===== config.mk =====
export PLATFORM = sky130hd
export DESIGN_NAME = fwd_hazard_unit
export DESIGN_NICKNAME = d
export VERILOG_FILES = /design/src/rtl/fwd_hazard_unit.sv
export SDC_FILE = /design/constraint.sdc
export NUM_CORES = 1
export LEC_CHECK = 0
export CORE_ASPECT_RATIO = 0.6
export CORE_UTILIZATION = 55
export DETAILED_ROUTE_END_ITERATION = 10
export DONT_BUFFER_PORTS = 1
export PLACE_DENSITY = 0.7
export SLEW_MARGIN = 10
export SYNTH_ARGS = -nofsm -noshare
export SYNTH_HDL_FRONTEND = slang
export SYNTH_SLANG_ARGS = --single-unit

===== constraint.sdc =====
create_clock -name clk -period 3.2 [get_ports clk]
set_input_delay 0.32 -clock clk [delete_from_list [all_inputs] [get_ports clk]]
set_output_delay 0.32 -clock clk [all_outputs]
set_load 0.05 [all_outputs]

===== src/rtl/fwd_hazard_unit.sv =====
// Forwarding-select and load-use/multi-cycle stall generation for the EX stage.
// Tracks in-flight destination tags over DEPTH post-EX stages and counts stall cycles.
module fwd_hazard_unit #(
   parameter int unsigned DEPTH   = 2,
   parameter int unsigned NUM_SRC = 2,
   parameter int unsigned AW      = 5,
   parameter int unsigned SW      = $clog2(DEPTH + 1)
) (
   input  logic                  clk,
   input  logic                  rst_n,
   input  logic                  ex_valid,
   input  logic                  ex_kill,
   input  logic                  ex_regwrite,
   input  logic [AW-1:0]         ex_rd,
   input  logic [SW-1:0]         ex_rdy_stage,
   input  logic [NUM_SRC*AW-1:0] ex_rs,
   input  logic [NUM_SRC-1:0]    ex_rs_used,
   input  logic                  stat_clr,
   output logic [NUM_SRC*SW-1:0] fwd_sel,
   output logic                  stall,
   output logic [15:0]           stall_cnt
);

   localparam int unsigned CW      = 16;
   localparam logic [CW-1:0] CNT_MAX = 16'hFFFF;
   localparam logic [SW-1:0] RDY_MIN = SW'(1);
   localparam logic [SW-1:0] RDY_MAX = SW'(DEPTH);

   typedef struct packed {
      logic          v;
      logic [AW-1:0] rd;
      logic [SW-1:0] rdy;
   } entry_t;

   entry_t                r_trk [1:DEPTH];
   logic [CW-1:0]         r_stall_cnt;

   entry_t                w_new;
   logic [SW-1:0]         w_rdy_clamp;
   logic [NUM_SRC-1:0]    w_pend;
   logic [NUM_SRC*SW-1:0] w_fwd_sel;
   logic                  w_stall;

   // Ready stage is forced into 1..DEPTH so every tag eventually becomes forwardable.
   always_comb begin
      w_rdy_clamp = ex_rdy_stage;
      if (ex_rdy_stage == '0) begin
         w_rdy_clamp = RDY_MIN;
      end else if (ex_rdy_stage > RDY_MAX) begin
         w_rdy_clamp = RDY_MAX;
      end
   end

   // Scan oldest to youngest so the youngest matching stage has the final say.
   always_comb begin
      w_fwd_sel = '0;
      w_pend    = '0;
      for (int unsigned i = 0; i < NUM_SRC; i++) begin
         for (int unsigned k = DEPTH; k >= 1; k--) begin
            if (r_trk[k].v && ex_rs_used[i] && (ex_rs[i*AW +: AW] != '0) &&
                (r_trk[k].rd == ex_rs[i*AW +: AW])) begin
               if (SW'(k) >= r_trk[k].rdy) begin
                  w_fwd_sel[i*SW +: SW] = SW'(k);
                  w_pend[i]             = 1'b0;
               end else begin
                  w_fwd_sel[i*SW +: SW] = '0;
                  w_pend[i]             = 1'b1;
               end
            end
         end
      end
   end

   assign w_stall = ex_valid & ~ex_kill & (|w_pend);

   // A stalled or killed instruction enters stage 1 as a bubble.
   always_comb begin
      w_new     = '0;
      w_new.v   = ex_valid & ex_regwrite & (ex_rd != '0) & ~ex_kill & ~w_stall;
      w_new.rd  = ex_rd;
      w_new.rdy = w_rdy_clamp;
   end

   always_ff @(posedge clk or negedge rst_n) begin
      if (!rst_n) begin
         for (int unsigned k = 1; k <= DEPTH; k++) begin
            r_trk[k] <= '0;
         end
      end else begin
         r_trk[1] <= w_new;
         for (int unsigned k = 2; k <= DEPTH; k++) begin
            r_trk[k] <= r_trk[k-1];
         end
      end
   end

   // Saturating stall-cycle counter; a clear in the same cycle as a stall wins.
   always_ff @(posedge clk or negedge rst_n) begin
      if (!rst_n) begin
         r_stall_cnt <= '0;
      end else if (stat_clr) begin
         r_stall_cnt <= '0;
      end else if (w_stall && (r_stall_cnt != CNT_MAX)) begin
         r_stall_cnt <= r_stall_cnt + CW'(1);
      end
   end

   assign fwd_sel   = w_fwd_sel;
   assign stall     = w_stall;
   assign stall_cnt = r_stall_cnt;

endmodule


==> impl.org <==
** Min path
- Tightest Hold Check Type :: in2reg

** Timing
- Clock period minus worst slack :: 2.674 ns
- RSZ-0062 raised after global routing :: false
- Adding up every negative setup slack in the final design gives 0 ns.
- The final number of max-transition violations came to 0.
- Setup Viol. Count Final :: 0
- Final worst clock skew :: approximately 0.0055 ns
- Transition time of the tightest slew-check pin :: roughly 0.6 ns
- In the finished design, the share of the clock period the worst path needs comes to 0.8355.
- In this run the tightest slew margin relative to its limit is 0.6010.
- In the post-route analysis, the smallest setup slack over all paths is around 0.53 ns.
- Number of endpoints with negative hold slack in the final report :: 0
- The tightest hold path in the finished design has a slack of between 0.06 and 0.07 ns.
- Timing would allow up to around 0.37 GHz.

** Detailed routing
- In the routed design, unresolved DRC markers number 0.
- The detailed router placed between 1000 and 1500 vias in this run.
- In the final routed layout, each cell accounts on average for ~18 µm.
- Iteration-0 DRC count of the detailed router :: between 100 and 150
- Dividing the detail-routed via count by the number of cells gives between 6 and 7.
- Once detail routing completed, the nets flagged for antenna violations numbered 0.
- Post-Route WL :: 3998 µm
- Before antenna repair, the detailed router went through 4 iterations.

** Critical path
- Biggest cell delay along the critical path :: approximately 0.48 ns
- Along the worst path, the maximum fanout reaches 26.
- For the worst setup path, the data required time is approximately 3.4 ns.
- Cell with the biggest individual delay on the critical path :: or4_1
- Number of buffers and inverters on the critical path :: 0
- Path type of the worst setup path :: reg2reg
- CP arrival :: ~2.9 ns
- CP Launch Type :: flip-flop
- Traced cell by cell, the critical path runs through ha_1, and3_1, and4_1, a31oi_1, o211ai_1, o21a_4, or4_1, a21oi_1.
- Sort of element at the end of the critical path :: flip-flop
- Category of cells accounting for the largest share of critical-path delay :: simple AND/OR/NAND/NOR gates

** Clock network
- The clock reaches the later pin of the worst-skew pair after approximately 0.28 ns.
- TritonCTS built the clock tree.
- TritonCTS created 5 clock buffers.
- The clock net in this run drives a total of 32 sinks.
- Htree depth :: 2
- Maximum count of clock buffers along a single path :: 2
- After clock tree synthesis, the clock-pin slew on the worst setup and hold paths is roughly 0.070 ns.
- Clock root cell :: clkbuf_8

** Yosys
- Net count after synthesis :: around 190
- Seq/Total Area, Yosys :: 0.4863
- The share of synthesized area in the top cell type comes to 0.4863.
- Dominant cell type by area after synthesis :: dfrtp_1
- Number of different library cells in the post-synthesis netlist :: 38
- The mapped netlist covers roughly 0.0016 mm².
- Syn Area/Cell :: approximately 10 µm²
- For this run, the number of Yosys warnings is 0.
- Ranked by total cell area, the synthesized netlist is headed by dfrtp_1, xnor2_1, xor2_1, a21oi_1, o21ai_0.
- Post-synthesis sequential element count :: 32
- Synthesized instance count :: approximately 160

** Die
- Die width :: 72.64 µm
- Core footprint :: ~0.0027 mm²
- For this configuration, the core starts out at a cell density of 0.6184.
- Die area :: 0.003224 mm²
- Rows :: 14
- Height of the die :: 44.38 µm
- 46 I/O pins were placed.

** Place
- Port buffering added 0 buffers.
- Pre-CTS setup slack :: about 0.6 ns
- Routability congestion estimate from global placement :: slightly below 1
- After legalization and detailed placement, the total HPWL measured roughly 3000 µm.

** Status
- The run finished with clean final reports.

** Global routing
- The initial antenna violation count is 0.
- Global-route usage over all layers :: 0.2727
- The number of global-route vias before repair was 1258.
- Entering global routing, the biggest net connects 33 pins.
- Global routing finished with a remaining overflow of 0.
- The first global-routing pass estimated just over 6000 µm of wire.

** Final layout
- Counting the fill cells in the layout gives 210.
- In the final layout, the share of cells above drive strength 1 is 0.1556.
- From synthesis to final layout, the design area changed by 15.73%.
- Number of inserted diodes :: 0
- In the final design database the tool counted between 200 and 250 nets.

** Power
- VDD sags by at most 0.3285 mV.
- The analysis attributes to cell leakage a power of between 0.7 and 0.8 nW.
- Power density of the placed cells :: about 450 mW/mm²

** Flow run
- Max-cap violations in this run came to 0.
==> cells in the mapped netlist <==
library cell and n:
a21oi_1 13, a31oi_1 1, and2_1 1, and3_1 2, and4_1 1, buf_2 1
buf_6 1, clkbuf_1 2, dfrtp_1 32, ha_1 1, inv_1 4, nand2_1 11
nand2b_1 1, nand3_1 6, nand4_1 6, nand4b_1 3, nor2_1 6, nor3_1 3
nor3_2 1, nor4_1 5, nor4bb_1 1, o2111ai_1 1, o211ai_1 1, o21a_1 1
o21a_4 1, o21ai_0 13, o21ai_1 1, o21ai_2 1, o21ba_2 1, o22a_4 1
o31a_1 1, o31ai_1 2, or2_2 1, or3_1 9, or4_1 4, or4_4 1
xnor2_1 14, xor2_1 8
==> worst paths after layout <==
check | start | to | slack, ns | cells after the start
max in group asynchronous | rst_n | r_trk[5] | 2.54 | 2
setup / recovery | stall_cnt[0] | stall_cnt[9] | 0.53 | 8
hold / removal | ex_rd[0] | r_trk[10] | 0.06 | 0
setup reg to reg | stall_cnt[0] | stall_cnt[9] | 0.53 | 8
hold reg to reg | r_trk[8] | r_trk[0] | 0.36 | 0
min in group asynchronous | rst_n | r_trk[6] | 0.48 | 2
==> cell type report <==
| class | count | area, µm² | share of cell area |
|---|---|---|---|
| Inverter | 4 | 15.01 | 0.007879 |
| Sequential cell | 32 | 800.8 | 0.4202 |
| Clock inverter | 2 | 35.03 | 0.01838 |
| Timing Repair Buffer | 13 | 112.6 | 0.05909 |
| Tap cell | 40 | 50.05 | 0.02626 |
| Clock buffer | 6 | 72.57 | 0.03808 |
| Multi-Input combinational cell | 123 | 819.5 | 0.4301 |
==> routing by layer <==
layer	global-route usage	routed length (µm)
met2	0.3776	1686
met1	0.4024	1868
met5	0	0
met3	0.09339	404
met4	0.09020	38
==> cell families after synthesis <==
group | share of synthesized area
AOI/OAI and AO/OA | 0.1459
xor gates and xnor gates | 0.1170
adders and majority gates | 0.007598
buffers and inverters | 0.02355
DFF | 0.4863
and+or+nand+nor | 0.2196
==> what timing repair did <==
| item | 4_1_cts | 5_1_grt |
|---|---|---|
| resized for setup | 0 | 0 |
| setup buffers | 0 | 0 |
| hold buffers | 2 | 0 |
| endpoints found under the hold margin | 32 | 0 |
==> worst reg2reg max path, cell delays in order (launching register included) <==
cell and delay (ns):
dfrtp_1 0.39, ha_1 0.23, and3_1 0.25, and4_1 0.30, a31oi_1 0.36, o211ai_1 0.20
o21a_4 0.24, or4_1 0.49, a21oi_1 0.15
==> layout by cell type (no fill, tap or decap), drive strengths merged, types with 5 or more instances in the layout <==
| cell type | Yosys | layout |
|---|---|---|
| o21ai | 15 | 15 |
| nand2 | 11 | 11 |
| or4 | 5 | 5 |
| nor4 | 5 | 5 |
| buf | 2 | 12 |
| a21oi | 13 | 13 |
| dfrtp | 32 | 32 |
| nand3 | 6 | 6 |
| clkbuf | 2 | 6 |
| xnor2 | 14 | 14 |
| xor2 | 8 | 8 |
| or3 | 9 | 9 |
| nand4 | 6 | 6 |
| nor2 | 6 | 6 |
==> power breakdown <==
part	internal, mW	switching, mW	total, mW
Sequential	0.415	0.0121	0.427
Clock	0.231	0.148	0.379
Combinational	0.0229	0.0235	0.0464
==> sequential cells by signal, indices dropped and copies added (netlist names) <==
register   cells
stall_cnt     16
r_trk         16
==> through the flow <==
stage / utilization / total power, mW / area (µm²) / instances
after global placement: 0.6640 / 0.4659 / 1768 / 210
after detailed placement: 0.6640 / 0.4686 / 1768 / 210
after global routing: 0.7157 / 0.8793 / 1906 / 220
final: 0.7157 / 0.8516 / 1906 / 220
after floorplan: - / 0.4603 / 1647 / 163
after CTS: 0.7157 / 0.8551 / 1906 / 220
Note: power is estimated with default switching activity, not from simulation.
